==> src/rtl/adc_echo_capture.sv <==
// ---------------------------------------------------------------------------
// adc_echo_capture
//
// Purpose:
//   Consumer of the ADC acquisition-enable window. While the window is open
//   the ADC words are captured, packed two per 32-bit word (earlier sample in
//   the low half) and pushed into the acquisition FIFO. Each window is one
//   echo; after the programmed number of echoes the block pulses DONE.
//   Words that arrive while the FIFO is full are dropped and a sticky
//   OVERFLOW flag is raised.
//
// Build option:
//   ADC_CAPTURE_TAG_EN - when defined, every echo starts with a header word
//                        {16'hECE0, echo index} written in the same cycle that
//                        the first sample of the echo is stored.
//
// Parameters:
//   ADC_WIDTH       ADC sample width (max 16); zero-extended into a 16 b field
//   ECHO_CNT_WIDTH  width of NUM_ECHOES_i / ECHO_CNT_o
//
// Ports:
//   CLK             system clock, ADC_DATA_i synchronous to it
//   RESET           asynchronous, active-high reset
//   ARM_i           1-cycle pulse: clear counters/flags and start a new scan
//   NUM_ECHOES_i    echoes per scan, sampled on ARM_i
//   ACQ_EN_i        acquisition window from the ADC window generator
//   ADC_DATA_i      ADC sample, valid every cycle
//   FIFO_FULL_i     acquisition FIFO full
//   FIFO_WR_EN_o    FIFO write strobe, one cycle per word
//   FIFO_WR_DATA_o  {later sample, earlier sample}
//   ECHO_CNT_o      echoes completed in the current scan
//   BUSY_o          high from ARM until DONE
//   DONE_o          1-cycle pulse after the last echo has been written
//   OVERFLOW_o      sticky: a word was dropped on FIFO full, cleared by ARM
// ---------------------------------------------------------------------------
module adc_echo_capture #(
  parameter int ADC_WIDTH      = 16,
  parameter int ECHO_CNT_WIDTH = 16
) (
  input  logic                      CLK,
  input  logic                      RESET,
  input  logic                      ARM_i,
  input  logic [ECHO_CNT_WIDTH-1:0] NUM_ECHOES_i,
  input  logic                      ACQ_EN_i,
  input  logic [ADC_WIDTH-1:0]      ADC_DATA_i,
  input  logic                      FIFO_FULL_i,
  output logic                      FIFO_WR_EN_o,
  output logic [31:0]               FIFO_WR_DATA_o,
  output logic [ECHO_CNT_WIDTH-1:0] ECHO_CNT_o,
  output logic                      BUSY_o,
  output logic                      DONE_o,
  output logic                      OVERFLOW_o
);

  // Scan sequencer states
  localparam logic [1:0] ST_IDLE      = 2'd0;
  localparam logic [1:0] ST_WAIT_ECHO = 2'd1;
  localparam logic [1:0] ST_CAPTURE   = 2'd2;
  localparam logic [1:0] ST_DONE      = 2'd3;

  localparam logic [15:0] TAG_MARKER = 16'hECE0;

  // Registered input copies; every decision below is taken on these so the
  // ADC pins see exactly one flop of load and a clean timing path.
  logic                      acqEn_q;
  logic                      acqEnPrev_q;
  logic [15:0]               adcData_q;

  // Sequencer and packing state
  logic [1:0]                state_q,     state_d;
  logic                      half_q,      half_d;
  logic [15:0]               lowSample_q, lowSample_d;
  logic [ECHO_CNT_WIDTH-1:0] numEchoes_q, numEchoes_d;
  logic [ECHO_CNT_WIDTH-1:0] echoCnt_q,   echoCnt_d;

  // Output registers
  logic                      busy_q,      busy_d;
  logic                      done_q,      done_d;
  logic                      overflow_q,  overflow_d;
  logic                      wrEn_q,      wrEn_d;
  logic [31:0]               wrData_q,    wrData_d;

  // Combinational helpers
  logic                      acqRise;
  logic [ECHO_CNT_WIDTH-1:0] echoCntInc;
  logic                      wordDue;
  logic [31:0]               wordVal;

  // A new echo is recognised only on a 0->1 transition of the registered
  // window, so a window that was already open when the scan was armed is
  // skipped until it closes and opens again.
  assign acqRise    = acqEn_q & ~acqEnPrev_q;
  assign echoCntInc = echoCnt_q + ECHO_CNT_WIDTH'(1);

  // Input stage: window and sample are registered unconditionally every
  // cycle; the sample is zero-extended into the 16 b packing field.
  always_ff @(posedge CLK or posedge RESET) begin
    if (RESET) begin
      acqEn_q     <= 1'b0;
      acqEnPrev_q <= 1'b0;
      adcData_q   <= 16'h0000;
    end else begin
      acqEn_q     <= ACQ_EN_i;
      acqEnPrev_q <= acqEn_q;
      adcData_q   <= 16'(ADC_DATA_i);
    end
  end

  // Next-state logic. ARM has priority over everything: it restarts the scan
  // from any state, discards a half-filled word and never pulses DONE.
  // Inside a scan the FSM only decides *whether* a word is due and what it
  // holds; the common tail then either writes it or, when the FIFO is full,
  // drops it and records the overflow. Pairing and echo counting carry on
  // regardless of drops.
  always_comb begin
    state_d     = state_q;
    half_d      = half_q;
    lowSample_d = lowSample_q;
    numEchoes_d = numEchoes_q;
    echoCnt_d   = echoCnt_q;
    busy_d      = busy_q;
    done_d      = 1'b0;
    overflow_d  = overflow_q;
    wrEn_d      = 1'b0;
    wrData_d    = wrData_q;
    wordDue     = 1'b0;
    wordVal     = 32'h0000_0000;

    if (ARM_i) begin
      numEchoes_d = NUM_ECHOES_i;
      echoCnt_d   = '0;
      overflow_d  = 1'b0;
      half_d      = 1'b0;
      busy_d      = 1'b1;
      state_d     = (NUM_ECHOES_i == '0) ? ST_DONE : ST_WAIT_ECHO;
    end else begin
      case (state_q)
        ST_IDLE: begin
          state_d = ST_IDLE;
        end

        ST_WAIT_ECHO: begin
          if (acqRise) begin
`ifdef ADC_CAPTURE_TAG_EN
            // Header carries the index of the echo about to be captured.
            wordDue = 1'b1;
            wordVal = {TAG_MARKER, 16'(echoCnt_q)};
`else
            wordDue = 1'b0;
`endif
            lowSample_d = adcData_q;
            half_d      = 1'b1;
            state_d     = ST_CAPTURE;
          end
        end

        ST_CAPTURE: begin
          if (acqEn_q) begin
            if (!half_q) begin
              lowSample_d = adcData_q;
              half_d      = 1'b1;
            end else begin
              wordDue = 1'b1;
              wordVal = {adcData_q, lowSample_q};
              half_d  = 1'b0;
            end
          end else begin
            // Window closed: an odd sample left over goes out padded with
            // zeros in the upper half, then the echo is counted.
            if (half_q) begin
              wordDue = 1'b1;
              wordVal = {16'h0000, lowSample_q};
              half_d  = 1'b0;
            end
            echoCnt_d = echoCntInc;
            state_d   = (echoCntInc == numEchoes_q) ? ST_DONE : ST_WAIT_ECHO;
          end
        end

        ST_DONE: begin
          done_d  = 1'b1;
          busy_d  = 1'b0;
          state_d = ST_IDLE;
        end

        default: begin
          state_d = ST_IDLE;
        end
      endcase
    end

    if (wordDue) begin
      if (FIFO_FULL_i) begin
        overflow_d = 1'b1;
      end else begin
        wrEn_d   = 1'b1;
        wrData_d = wordVal;
      end
    end
  end

  // State and output registers; reset returns everything to zero at once,
  // losing any partially packed word.
  always_ff @(posedge CLK or posedge RESET) begin
    if (RESET) begin
      state_q     <= ST_IDLE;
      half_q      <= 1'b0;
      lowSample_q <= 16'h0000;
      numEchoes_q <= '0;
      echoCnt_q   <= '0;
      busy_q      <= 1'b0;
      done_q      <= 1'b0;
      overflow_q  <= 1'b0;
      wrEn_q      <= 1'b0;
      wrData_q    <= 32'h0000_0000;
    end else begin
      state_q     <= state_d;
      half_q      <= half_d;
      lowSample_q <= lowSample_d;
      numEchoes_q <= numEchoes_d;
      echoCnt_q   <= echoCnt_d;
      busy_q      <= busy_d;
      done_q      <= done_d;
      overflow_q  <= overflow_d;
      wrEn_q      <= wrEn_d;
      wrData_q    <= wrData_d;
    end
  end

  assign FIFO_WR_EN_o   = wrEn_q;
  assign FIFO_WR_DATA_o = wrData_q;
  assign ECHO_CNT_o     = echoCnt_q;
  assign BUSY_o         = busy_q;
  assign DONE_o         = done_q;
  assign OVERFLOW_o     = overflow_q;

endmodule
==> config.mk <==
export PLATFORM = sky130hd
export DESIGN_NAME = adc_echo_capture
export DESIGN_NICKNAME = d
export VERILOG_FILES = /design/src/rtl/adc_echo_capture.sv
export SDC_FILE = /design/constraint.sdc
export NUM_CORES = 1
export LEC_CHECK = 0
export BUFFER_PORTS_ARGS = -buffer_cell sky130_fd_sc_hd__buf_4
export CAP_MARGIN = 5
export CORE_MARGIN = 2
export CORE_UTILIZATION = 35
export CTS_CLUSTER_DIAMETER = 200
export CTS_CLUSTER_SIZE = 25
export DETAILED_ROUTE_END_ITERATION = 8
export GPL_TIMING_DRIVEN = 0
export PLACE_DENSITY = 0.58
export SYNTH_ARGS = -nofsm -noshare
export SYNTH_HDL_FRONTEND = slang
export SYNTH_SLANG_ARGS = --single-unit
export TNS_END_PERCENT = 1
==> constraint.sdc <==
create_clock -name CLK -period 8.6 [get_ports CLK]
set_input_delay 0.43 -clock CLK [delete_from_list [all_inputs] [get_ports CLK]]
set_output_delay 0.43 -clock CLK [all_outputs]
set_load 0.1 [all_outputs]
==> key figures, run 1 <==
STA
  • Worst rel slew slack: 0.590
  • FMAX: just under 0.4 GHz
  • Worst slew pin tran: 0.616 ns
  • Setup violators final: 0
  • Final hold vios: 0
  • Unrepaired setup endpoints after global routing: false
  • Setup_tns: 0 ns
  • Clock Skews: ~0.0064 ns
  • Fin crit share: 0.293
  • Period minus WS final: 2.52 ns
  • Count of final max-slew check failures: 0

Logic synthesis
  • Yosys reg bits: 105
  • Xor and xnor area share after synthesis: 0.0653
  • FFs w/ async S/R, synth: 1.00
  • Synth area leaders: dfrtp_1, nand2_1, mux2_1, xnor2_1, nor2_1
  • Post-Synth Simple-Gate Area: 0.176
  • Synth Warn #: 0
  • Most frequent cells after synthesis: dfrtp_1, nand2_1, mux2_1
  • Net count after synthesis: 468
  • Post-synthesis mux area share: 0.0790
  • Compound-Gate Fraction of Synth Area: 0.0595
  • Adder-cell share of the synthesized area: 0.0110
  • Largest area contributor in the netlist: dfrtp_1
  • Synth Flop Type: dfrtp_1
  • Synth Area per Inst: 10.7 µm²
  • Register area share after synthesis: 0.576
  • Post-synth cell types: 46
  • Post-synth EDFFs: 0
  • Largest family of logic cells by synthesized area: simple AND/OR/NAND/NOR gates
  • Post-synth design cell area: approximately 4600 µm²
  • Mapped Cells: between 400 and 500
  • Top-count cell post-synth: dfrtp_1
  • Top cell type's share of synthesized area: 0.576

Worst setup path
  • Worst-path maximum fanout: 9
  • Critical path cell sequence: ha_1 > nand3_2 > or4_1 > o21ai_0 > a311o_1 > nand4_1 > a21oi_1
  • CP endpoint kind: flop
  • Type of the worst setup path: reg2reg
  • Reg2reg start: ECHO_CNT_o[0]
  • Slowest CP cell: or4_1
  • Reg-to-Reg End: state_q[1]
  • Reg2Reg Setup Slack: 6.08 ns
  • Data arrival, critical path: about 2.8 ns
  • Crit path required time: 8.88 ns
  • Largest stage delay on the critical path: ~0.6 ns
  • Worst R2R Path Depth: 7
  • Critical Path Source Type: flop

Clock tree
  • Clock Path Buffers: 2
  • Cts hold-fix bufs: 0
  • Clk Latency, worst-skew pair: roughly 0.35 ns
  • PostCTS Resize Cnt: 0
  • Sink Count: roughly 110
  • H-tree depth: 3
  • Worst-path clk slew: about 0.07 ns
  • Number of post-CTS setup repair buffers: 0
  • TritonCTS Buffers: 9
  • CTS tree: yes
  • Root Buffer: clkbuf_16

Route
  • Vias: approximately 3400
  • Post-route DRC: 0
  • DR vias/cell: between 4 and 5
  • Wire per inst: around 15 µm
  • Total wire length: 10.5 mm
  • Final antenna-violating net count: 0
  • Pre-antenna DRT Iters: 4
  • Initial DRC count: about 150

Placed design
  • Routability congestion estimate: 0.778
  • Port Buffers: 87
  • Placed instance area: approximately 5500 µm²
  • Post-DP HPWL: 7.46 mm

Finish
  • Post-layout instance area: between 5000 and 6000 µm²
  • Area occupied by registers: around 2600 µm²
  • # fillers: around 1200
  • Nets: 567
  • Synthesis-to-finish area growth: 26.0%
  • Layout cells sized above 1: 0.222
  • Inserted Diodes: 0
  • Multi-input logic area: ~1800 µm²

Floorplan
  • Starting Density: 0.360
  • Core Rows: 41
  • Core area: ~13000 µm²
  • DIE HEIGHT: 118 µm
  • I/O pin count: 89
  • Die X: about 120 µm
  • Die ar.: 14000 µm²

Global route
  • Global route total overflow: 0
  • Largest net degree at the start of global routing: 67
  • Vias in the first global route: roughly 3400
  • Initial antenna violation count: 0
  • First-pass GRT wire length: 17.6 mm
  • Gr usage total: 0.160

Power and ir drop
  • Total power per unit cell area: ~260 nW/µm²
  • Leak: 2.62 nW
  • Max VDD drop: approximately 190 µV

Worst hold path
  • Worst min path class: in2async

Run status
  • Status: finished, final reports clean

Run
  • Max cap viols: 0
per-layer routing:
metal  GRT usage  up-vias  wire length [µm]
li1            -     1621                 -
met1       0.205     1632              4680
met2       0.253      103              4900
met3      0.0666        7               815
met4      0.0354        0               100
met5           0        -                 0
registers in the layout, indices dropped and copies added (netlist names), 2 cells and up:
signal / count
ECHO_CNT_o: 16
FIFO_WR_DATA_o: 32
adcData_q: 16
lowSample_q: 16
numEchoes_q: 16
state_q: 2
power by group:
| group | leakage [nW] | total, mW | switching [mW] | internal (mW) |
|---|---|---|---|---|
| Clock | 0.139 | 0.404 | 0.194 | 0.210 |
| Sequential | 1.32 | 0.630 | 0.0494 | 0.580 |
| Combinational | 1.16 | 0.464 | 0.348 | 0.116 |
placed cells by master, fill, tap and decap left out, types with 10 or more instances in the layout:
cell type / instances
dfrtp_1: 105
nand2_1: 99
buf_4: 87
mux2_1: 31
nor2_1: 26
xnor2_1: 24
clkbuf_1: 21
o21ai_1: 18
nor4_1: 12
xor2_1: 10
worst max path at each step:
stage	from	endpoint	slack (ns)	cells past startpoint
6_report	ECHO_CNT_o[0]	state_q[1]	6.08	7
5_1_grt	ECHO_CNT_o[0]	state_q[1]	5.90	7
4_1_cts	state_q[0]	lowSample_q[14]	6.08	6
3_5_place_dp	state_q[0]	lowSample_q[3]	6.11	6
3_3_place_gp	RESET	adcData_q[10]	4.16	2
2_1_floorplan	RESET	BUSY_o	5.41	1
critical path: cells and delay by family (launching register included):
family / cells / cell delay (ns)
compound gates: 3 / 0.67
flops: 1 / 0.52
fa+ha+maj: 1 / 0.31
simple gates: 3 / 0.94
final cells by class:
class	instances	share of cell area
Buffer	27	0.0200
Clock inverter	5	0.00783
Tap cell	172	0.0374
Timing Repair Buffer	88	0.118
Sequential cell	105	0.457
Inverter	10	0.00696
Multi-Input combinational cell	285	0.310
Clock buffer	11	0.0422
per-stage QoR:
stage / power (mW) / util / instances / hold WS, ns / worst slack (ns)
2_1_floorplan: 0.992 / - / 427 / 0.425 / 5.41
3_3_place_gp: 1.10 / 0.429 / 686 / 0.444 / 4.16
3_5_place_dp: 1.11 / 0.431 / 687 / 0.449 / 6.11
4_1_cts: 1.52 / 0.454 / 703 / 0.140 / 6.08
5_1_grt: 1.57 / 0.454 / 703 / 0.158 / 5.90
6_report: 1.50 / 0.454 / 703 / 0.123 / 6.08
logic make-up (layout without fill, tap and decap cells):
group,after synthesis,count (layout)
xor+xnor,34,34
compound gates,41,41
flops,105,105
buf+inv,37,141
simple gates,174,174
fa+ha+maj,4,4
mux,32,32
No activity file was read; power rests on OpenSTA's default activity.
==> inputs of run 2 (changes only) <==
--- a/config.mk
+++ b/config.mk
@@ -13,7 +13,7 @@
 export CTS_CLUSTER_SIZE = 25
 export DETAILED_ROUTE_END_ITERATION = 8
 export GPL_TIMING_DRIVEN = 0
-export PLACE_DENSITY = 0.58
+export PLACE_DENSITY = 0.6
 export SYNTH_ARGS = -nofsm -noshare
 export SYNTH_HDL_FRONTEND = slang
 export SYNTH_SLANG_ARGS = --single-unit
==> constraint.sdc (replaced) <==
create_clock -name CLK -period 2.1 [get_ports CLK]
set_input_delay 0.105 -clock CLK [delete_from_list [all_inputs] [get_ports CLK]]
set_output_delay 0.105 -clock CLK [all_outputs]
set_load 0.1 [all_outputs]
==> run 2 against run 1 <==
  * The run now ends with negative setup slack left
  * Cell count up 5.5%
  * Global-route usage rose by 0.68 points
  * Sequential share of layout area shrank 3.5 points
  * Fmax grew 20%
  * Total power grew to 4.1 times the previous value
  * Worst setup slack worse by 6.1 ns
  * Largest power group unchanged
==> key figures, run 2 (same netlist as run 1, synthesis figures left out) <==
Run status
  • Status: finished, violations left
  • Failing checks: negative setup slack

Floorplan
  • DIE HEIGHT: 118 µm (unchanged)
  • I/O pin count: 89 (unchanged)
  • Starting Density: 0.360 (unchanged)
  • Core area: 12700 µm² (unchanged)
  • Die ar.: 14000 µm² (unchanged)
  • Die X: 118 µm (unchanged)
  • Core Rows: 41 (unchanged)

Clock tree
  • TritonCTS Buffers: 9 (unchanged)
  • H-tree depth: 3 (unchanged)
  • Sink Count: 105 (unchanged)
  • Clock Path Buffers: 2 (unchanged)
  • Root Buffer: clkbuf_16
  • Worst-path clk slew: 0.07 ns (about the same)
  • CTS tree: yes
  • Clk Latency, worst-skew pair: 0.35 ns (about the same)

STA
  • Worst slew pin tran: 0.679 ns (+0.0630 ns)
  • Period minus WS final: 2.10 ns (-0.420 ns)
  • Fin crit share: 1.00 (+0.708)
  • Count of final max-slew check failures: 0 (unchanged)
  • FMAX: 0.475 GHz (+20%)
  • Final hold vios: 0 (unchanged)
  • Clock Skews: 0.00777 ns (+0.00138 ns)
  • Setup violators final: 1 (+1)
  • Worst rel slew slack: 0.547 (-0.0429)
  • Worst Setup Slack, final: -0.00400 ns (-6.08 ns)
  • Unrepaired setup endpoints after global routing: true

Finish
  • Most frequent cells in the layout: dfrtp_1, nand2_1, buf_4, mux2_1, dlygate4sd3_1
  • Layout cells sized above 1: 0.256 (+0.0339)
  • Final std cells w/o fill: 742 (+5.5%)
  • Most common cell after layout, fill and taps aside: dfrtp_1
  • Synthesis-to-finish area growth: 36.7%
  • Largest register FFs: 32 (unchanged)
  • Final Core Density: 0.492 (+0.0387)
  • Inserted Diodes: 0 (unchanged)
  • Nets: 606 (+6.9%)

Route
  • Final antenna-violating net count: 0 (unchanged)
  • DR vias/cell: 4.80 (+0.29%)
  • Pre-antenna DRT Iters: 4 (unchanged)
  • Wire per inst: 15.2 µm (+2.2%)
  • Initial DRC count: 141 (-2.8%)
  • Post-route DRC: 0 (unchanged)
  • Total wire length: 11.3 mm (+7.8%)
  • Vias: 3560 (+5.9%)

Worst hold path
  • HP Start: NUM_ECHOES_i[15]
  • Worst min path class: in2reg

Placed design
  • Post-DP HPWL: 7.77 mm (+4.1%)
  • Port Buffers: 87 (unchanged)
  • Routability congestion estimate: 0.773 (-0.63%)
  • Dpl ws: -0.408 ns (-6.52 ns)
  • Placed Instances: 688 (+0.15%)

Worst setup path
  • Type of the worst setup path: reg2reg
  • Largest stage delay on the critical path: 0.56 ns (-0.03 ns)
  • Crit path required time: 2.33 ns (-6.55 ns)
  • Worst-path maximum fanout: 9 (unchanged)
  • Critical Path Source: ECHO_CNT_o[3]
  • Critical Path Source Type: flop
  • Critical path cell sequence: clkbuf_4 > nand3_4 > or4_4 > and4b_1 > a311o_1 > nand4_1 > a21oi_1
  • Slowest CP cell: or4_4
  • CP endpoint kind: flop
  • Reg2reg start: ECHO_CNT_o[3]
  • Reg2Reg Setup Slack: -0.004 ns (-6.08 ns)
  • Crit-path leading delay family: simple AND/OR/NAND/NOR gates
  • WP buf/inv: 1 (+1)
  • Data arrival, critical path: 2.33 ns (-0.47 ns)

Global route
  • Initial antenna violation count: 0 (unchanged)
  • Gr usage total: 0.167 (+0.00677)
  • Largest net degree at the start of global routing: 42 (-37%)
  • First-pass GRT wire length: 18.5 mm (+5.4%)
  • Vias in the first global route: 3619 (+7.4%)
  • Global route total overflow: 0 (unchanged)

Power and ir drop
  • Total power per unit cell area: 989 nW/µm² (+280%)
  • Leak: 2.84 nW (+8.4%)
  • Max VDD drop: 945 µV (+400%)

Run
  • Max cap viols: 0 (unchanged)
-- run 2: changes by cell type in the layout (fill, tap and decap cells not counted), sizes merged --
cell | before | now
buf | 95 | 103
inv | 14 | 12
clkinvlp | 1 | 2
nand4 | 8 | 9
dlygate4sd3 | 0 | 31
-- run 2: power by group --
group	internal [mW]	total (mW)	switching, mW
Clock	0.852	1.61	0.758
Combinational	0.530	1.98	1.45
Sequential	2.38	2.58	0.207
-- run 2: repair_timing --
item                                    in CTS  in global routing
hold buffers                                31                  0
endpoints found under the hold margin       58                  0
endpoints found under the setup margin      45                 44
pin swaps                                    1                  3
resized for setup                           18                 17
cloned                                       0                  1
buffers inserted                             2                  5
-- run 2: metrics by stage --
step | cell area (µm²) | TNS [ns] | total power, mW | hold WS, ns
after global placement | 5440 | -4.97 | 4.50 | 0.214
after detailed placement | 5480 | -7.05 | 4.54 | 0.215
after floorplan | 4570 | -1.58 | 4.06 | 0.136
after CTS | 6130 | -0.133 | 6.24 | 0.00332
after global routing | 6240 | -0.108 | 6.47 | 0.00758
final | 6240 | -0.00400 | 6.17 | 0.0130
-- run 2: worst register-to-register path, cell delays in order (launching register included) --
cell	delay (ns)
dfrtp_1	0.37
clkbuf_4	0.22
nand3_4	0.16
or4_4	0.56
and4b_1	0.21
a311o_1	0.27
nand4_1	0.11
a21oi_1	0.08
-- run 2: final cells by class --
cell class	count	area, µm²
plain buffers	26	138
clock buffers	12	246
clock inverters	4	33.8
fillers	1150	6430
inverters	10	41.3
multi-input cells	286	1880
flip-flops and latches	105	2630
well taps	172	215
repair buffers	127	1060
-- run 2: final timing paths --
kind / cells past startpoint / to
setup / recovery: 7 / state_q[1]
hold / removal: 2 / numEchoes_q[15]
setup reg to reg: 7 / state_q[1]
hold reg to reg: 2 / FIFO_WR_DATA_o[0]
max in group asynchronous: 5 / adcData_q[0]
min in group asynchronous: 3 / half_q
-- run 2: per-layer routing --
metal | wire length, µm | share of wire | global-route usage | vias up
li1 | - | - | - | 1703
met1 | 5040 | 0.45 | 0.208 | 1749
met2 | 5540 | 0.49 | 0.281 | 100
met3 | 643 | 0.057 | 0.0555 | 8
met4 | 79 | 0.0070 | 0.0369 | 0
met5 | 0 | 0 | 0 | -
==> inputs of run 3 (changes only) <==
--- a/config.mk
+++ b/config.mk
@@ -13,7 +13,7 @@
 export CTS_CLUSTER_SIZE = 25
 export DETAILED_ROUTE_END_ITERATION = 8
 export GPL_TIMING_DRIVEN = 0
-export PLACE_DENSITY = 0.6
+export PLACE_DENSITY = 0.58
 export SYNTH_ARGS = -nofsm -noshare
 export SYNTH_HDL_FRONTEND = slang
 export SYNTH_SLANG_ARGS = --single-unit
==> constraint.sdc (replaced) <==
create_clock -name CLK -period 2.3 [get_ports CLK]
set_input_delay 0.115 -clock CLK [delete_from_list [all_inputs] [get_ports CLK]]
set_output_delay 0.115 -clock CLK [all_outputs]
set_load 0.1 [all_outputs]
==> run 3 against run 2 <==
  * The run now ends clean
  * Clock-buffer cell count is 3 lower
  * Hold slack better by 0.0040 ns
  * Critical path depth stayed put
  * Total power is 6.9% lower
  * Final area is 1.2% lower
  * First-iteration DRC count is 12% lower
  * Global-route usage hardly changed
  * Worst setup slack better by 0.050 ns
  * Combinational power is 9.6% lower
  * Largest cell class unchanged
  * Largest power group unchanged
  * Highest routed layer unchanged
==> key figures, run 3 (same netlist as run 1, synthesis figures left out) <==
Finish
  • Most frequent cells in the layout: dfrtp_1, nand2_1, buf_4, dlygate4sd3_1, mux2_1
  • Inserted Diodes: 0 (unchanged)
  • Most common cell after layout, fill and taps aside: dfrtp_1
  • Layout cells sized above 1: 0.230 (-0.0265)
  • Nets: 602 (-0.66%)
  • Synthesis-to-finish area growth: 35.1%
  • Final Core Density: 0.487 (-0.00593)
  • Post-layout instance area: 6160 µm² (-1.2%)
  • Largest register FFs: 32 (unchanged)

Floorplan
  • Starting Density: 0.360 (unchanged)
  • DIE HEIGHT: 118 µm (unchanged)
  • Core area: 12700 µm² (unchanged)
  • Die X: 118 µm (unchanged)
  • Core Rows: 41 (unchanged)
  • Die ar.: 14000 µm² (unchanged)
  • I/O pin count: 89 (unchanged)

Worst setup path
  • Reg2reg start: ECHO_CNT_o[0]
  • CP endpoint kind: flop
  • Worst-path maximum fanout: 9 (unchanged)
  • Reg2Reg Setup Slack: 0.05 ns (+0.05 ns)
  • Crit path required time: 2.54 ns (+0.21 ns)
  • Worst R2R Path Depth: 7 (unchanged)
  • Type of the worst setup path: reg2reg
  • Data arrival, critical path: 2.49 ns (+0.16 ns)
  • Critical Path Source Type: flop
  • Reg-to-Reg End: state_q[1]

STA
  • Clock Skews: 0.0104 ns (+0.00265 ns)
  • Count of final max-slew check failures: 0 (unchanged)
  • Fin crit share: 0.980 (-0.0218)
  • Worst slew pin tran: 0.580 ns (-0.0985 ns)
  • Setup violators final: 0 (-1)
  • Unrepaired setup endpoints after global routing: true
  • Period minus WS final: 2.25 ns (+0.150 ns)
  • Worst rel slew slack: 0.613 (+0.0666)
  • FMAX: 0.444 GHz (-6.7%)
  • Final hold vios: 0 (unchanged)

Worst hold path
  • Worst hold path stage count: 2 (unchanged)
  • Worst Hold Path EP: numEchoes_q[6]
  • Worst min path class: in2reg
  • HP Start: NUM_ECHOES_i[6]

Route
  • Final antenna-violating net count: 0 (unchanged)
  • Post-route DRC: 0 (unchanged)
  • Wire per inst: 14.6 µm (-4.0%)
  • Vias: 3465 (-2.7%)
  • Pre-antenna DRT Iters: 4 (unchanged)
  • Total wire length: 10.8 mm (-4.5%)
  • DR vias/cell: 4.70 (-2.1%)
  • Initial DRC count: 124 (-12%)

Global route
  • Global route total overflow: 0 (unchanged)
  • Initial antenna violation count: 0 (unchanged)
  • Gr usage total: 0.166 (-0.000294)
  • Largest net degree at the start of global routing: 39 (-7.1%)
  • First-pass GRT wire length: 18.3 mm (-1.2%)
  • Vias in the first global route: 3691 (+2.0%)

Placed design
  • Routability congestion estimate: 0.769 (-0.41%)
  • Port Buffers: 87 (unchanged)
  • Post-DP HPWL: 7.76 mm (-0.13%)
  • Placed instance area: 5500 µm² (+0.37%)

Power and ir drop
  • Total power per unit cell area: 932 nW/µm² (-5.7%)
  • Max VDD drop: 927 µV (-1.9%)
  • Leak: 2.78 nW (-2.1%)

Clock tree
  • Sink Count: 105 (unchanged)
  • Worst-path clk slew: 0.08 ns (about the same)
  • CTS tree: yes
  • H-tree depth: 3 (unchanged)
  • Clk Latency, worst-skew pair: 0.35 ns (about the same)
  • TritonCTS Buffers: 9 (unchanged)
  • Clock Path Buffers: 2 (unchanged)
  • Root Buffer: clkbuf_16

Run status
  • Status: finished, final reports clean

Run
  • Max cap viols: 0 (unchanged)
## run 3: changes by cell type in the layout (fill, tap and decap cells not counted), moves of 2 or more
cell	previous run	this run
buf_4	94	88
clkbuf_1	13	18
clkbuf_4	4	0
clkbuf_2	4	2
inv_6	3	1
nor4_1	9	11
## run 3: per-stage QoR
| stage | TNS, ns | hold WS (ns) | instances | power [mW] | worst slack, ns |
|---|---|---|---|---|---|
| global route | -0.919 | 0.0203 | 738 | 6.02 | -0.114 |
| finish | 0 | 0.0170 | 738 | 5.75 | 0.0458 |
| CTS | 0 | 0.00116 | 738 | 5.83 | 0.00493 |
| global placement | -1.32 | 0.225 | 686 | 4.11 | -0.126 |
| detailed placement | -1.69 | 0.163 | 689 | 4.15 | -0.170 |
| floorplan | -0.564 | 0.146 | 427 | 3.71 | -0.529 |
## run 3: metal layers
metal | GRT usage | wire, µm
met5 | 0 | 0
met4 | 0.0414 | 167
met3 | 0.0594 | 669
met2 | 0.272 | 5000
met1 | 0.210 | 4970
## run 3: timing repair
| action | CTS | global route |
|---|---|---|
| hold buffers | 32 | 0 |
| hold endpoints to repair | 49 | 0 |
| gates resized for setup | 4 | 7 |
| endpoints found under the setup margin | 11 | 32 |
| buffers inserted | 1 | 0 |
| pin swaps | 1 | 0 |
## run 3: worst max-delay path by stage
stage | slack [ns] | to | from | depth (start not counted)
2_1_floorplan | -0.53 | state_q[1] | ECHO_CNT_o[0] | 7
3_3_place_gp | -0.13 | state_q[1] | ECHO_CNT_o[0] | 7
3_5_place_dp | -0.17 | lowSample_q[0] | state_q[0] | 6
4_1_cts | 0.005 | ECHO_CNT_o[15] | state_q[0] | 9
5_1_grt | -0.11 | FIFO_WR_DATA_o[1] | state_q[0] | 9
6_report | 0.05 | state_q[1] | ECHO_CNT_o[0] | 7
## run 3: final cells by class
type / instances / area, µm²
Timing Repair Buffer: 123 / 1040
Multi-Input combinational cell: 285 / 1810
Tap cell: 172 / 215
Inverter: 10 / 41.3
Fill cell: 1187 / 6510
Clock inverter: 7 / 87.6
Sequential cell: 105 / 2630
Buffer: 27 / 118
Clock buffer: 9 / 225
## run 3: critical path, cell delays in order, from the launching register on
cell and delay [ns]:
dfrtp_2 0.45, ha_2 0.28, nand3_4 0.15, or4_1 0.58, and4b_1 0.21, a311o_1 0.28
nand4_1 0.11, a21oi_1 0.08
## run 3: power by group
| group | switching [mW] | internal, mW |
|---|---|---|
| sequential | 0.190 | 2.17 |
| clock | 0.732 | 0.865 |
| combinational | 1.31 | 0.480 |
| total | 2.23 | 3.51 |
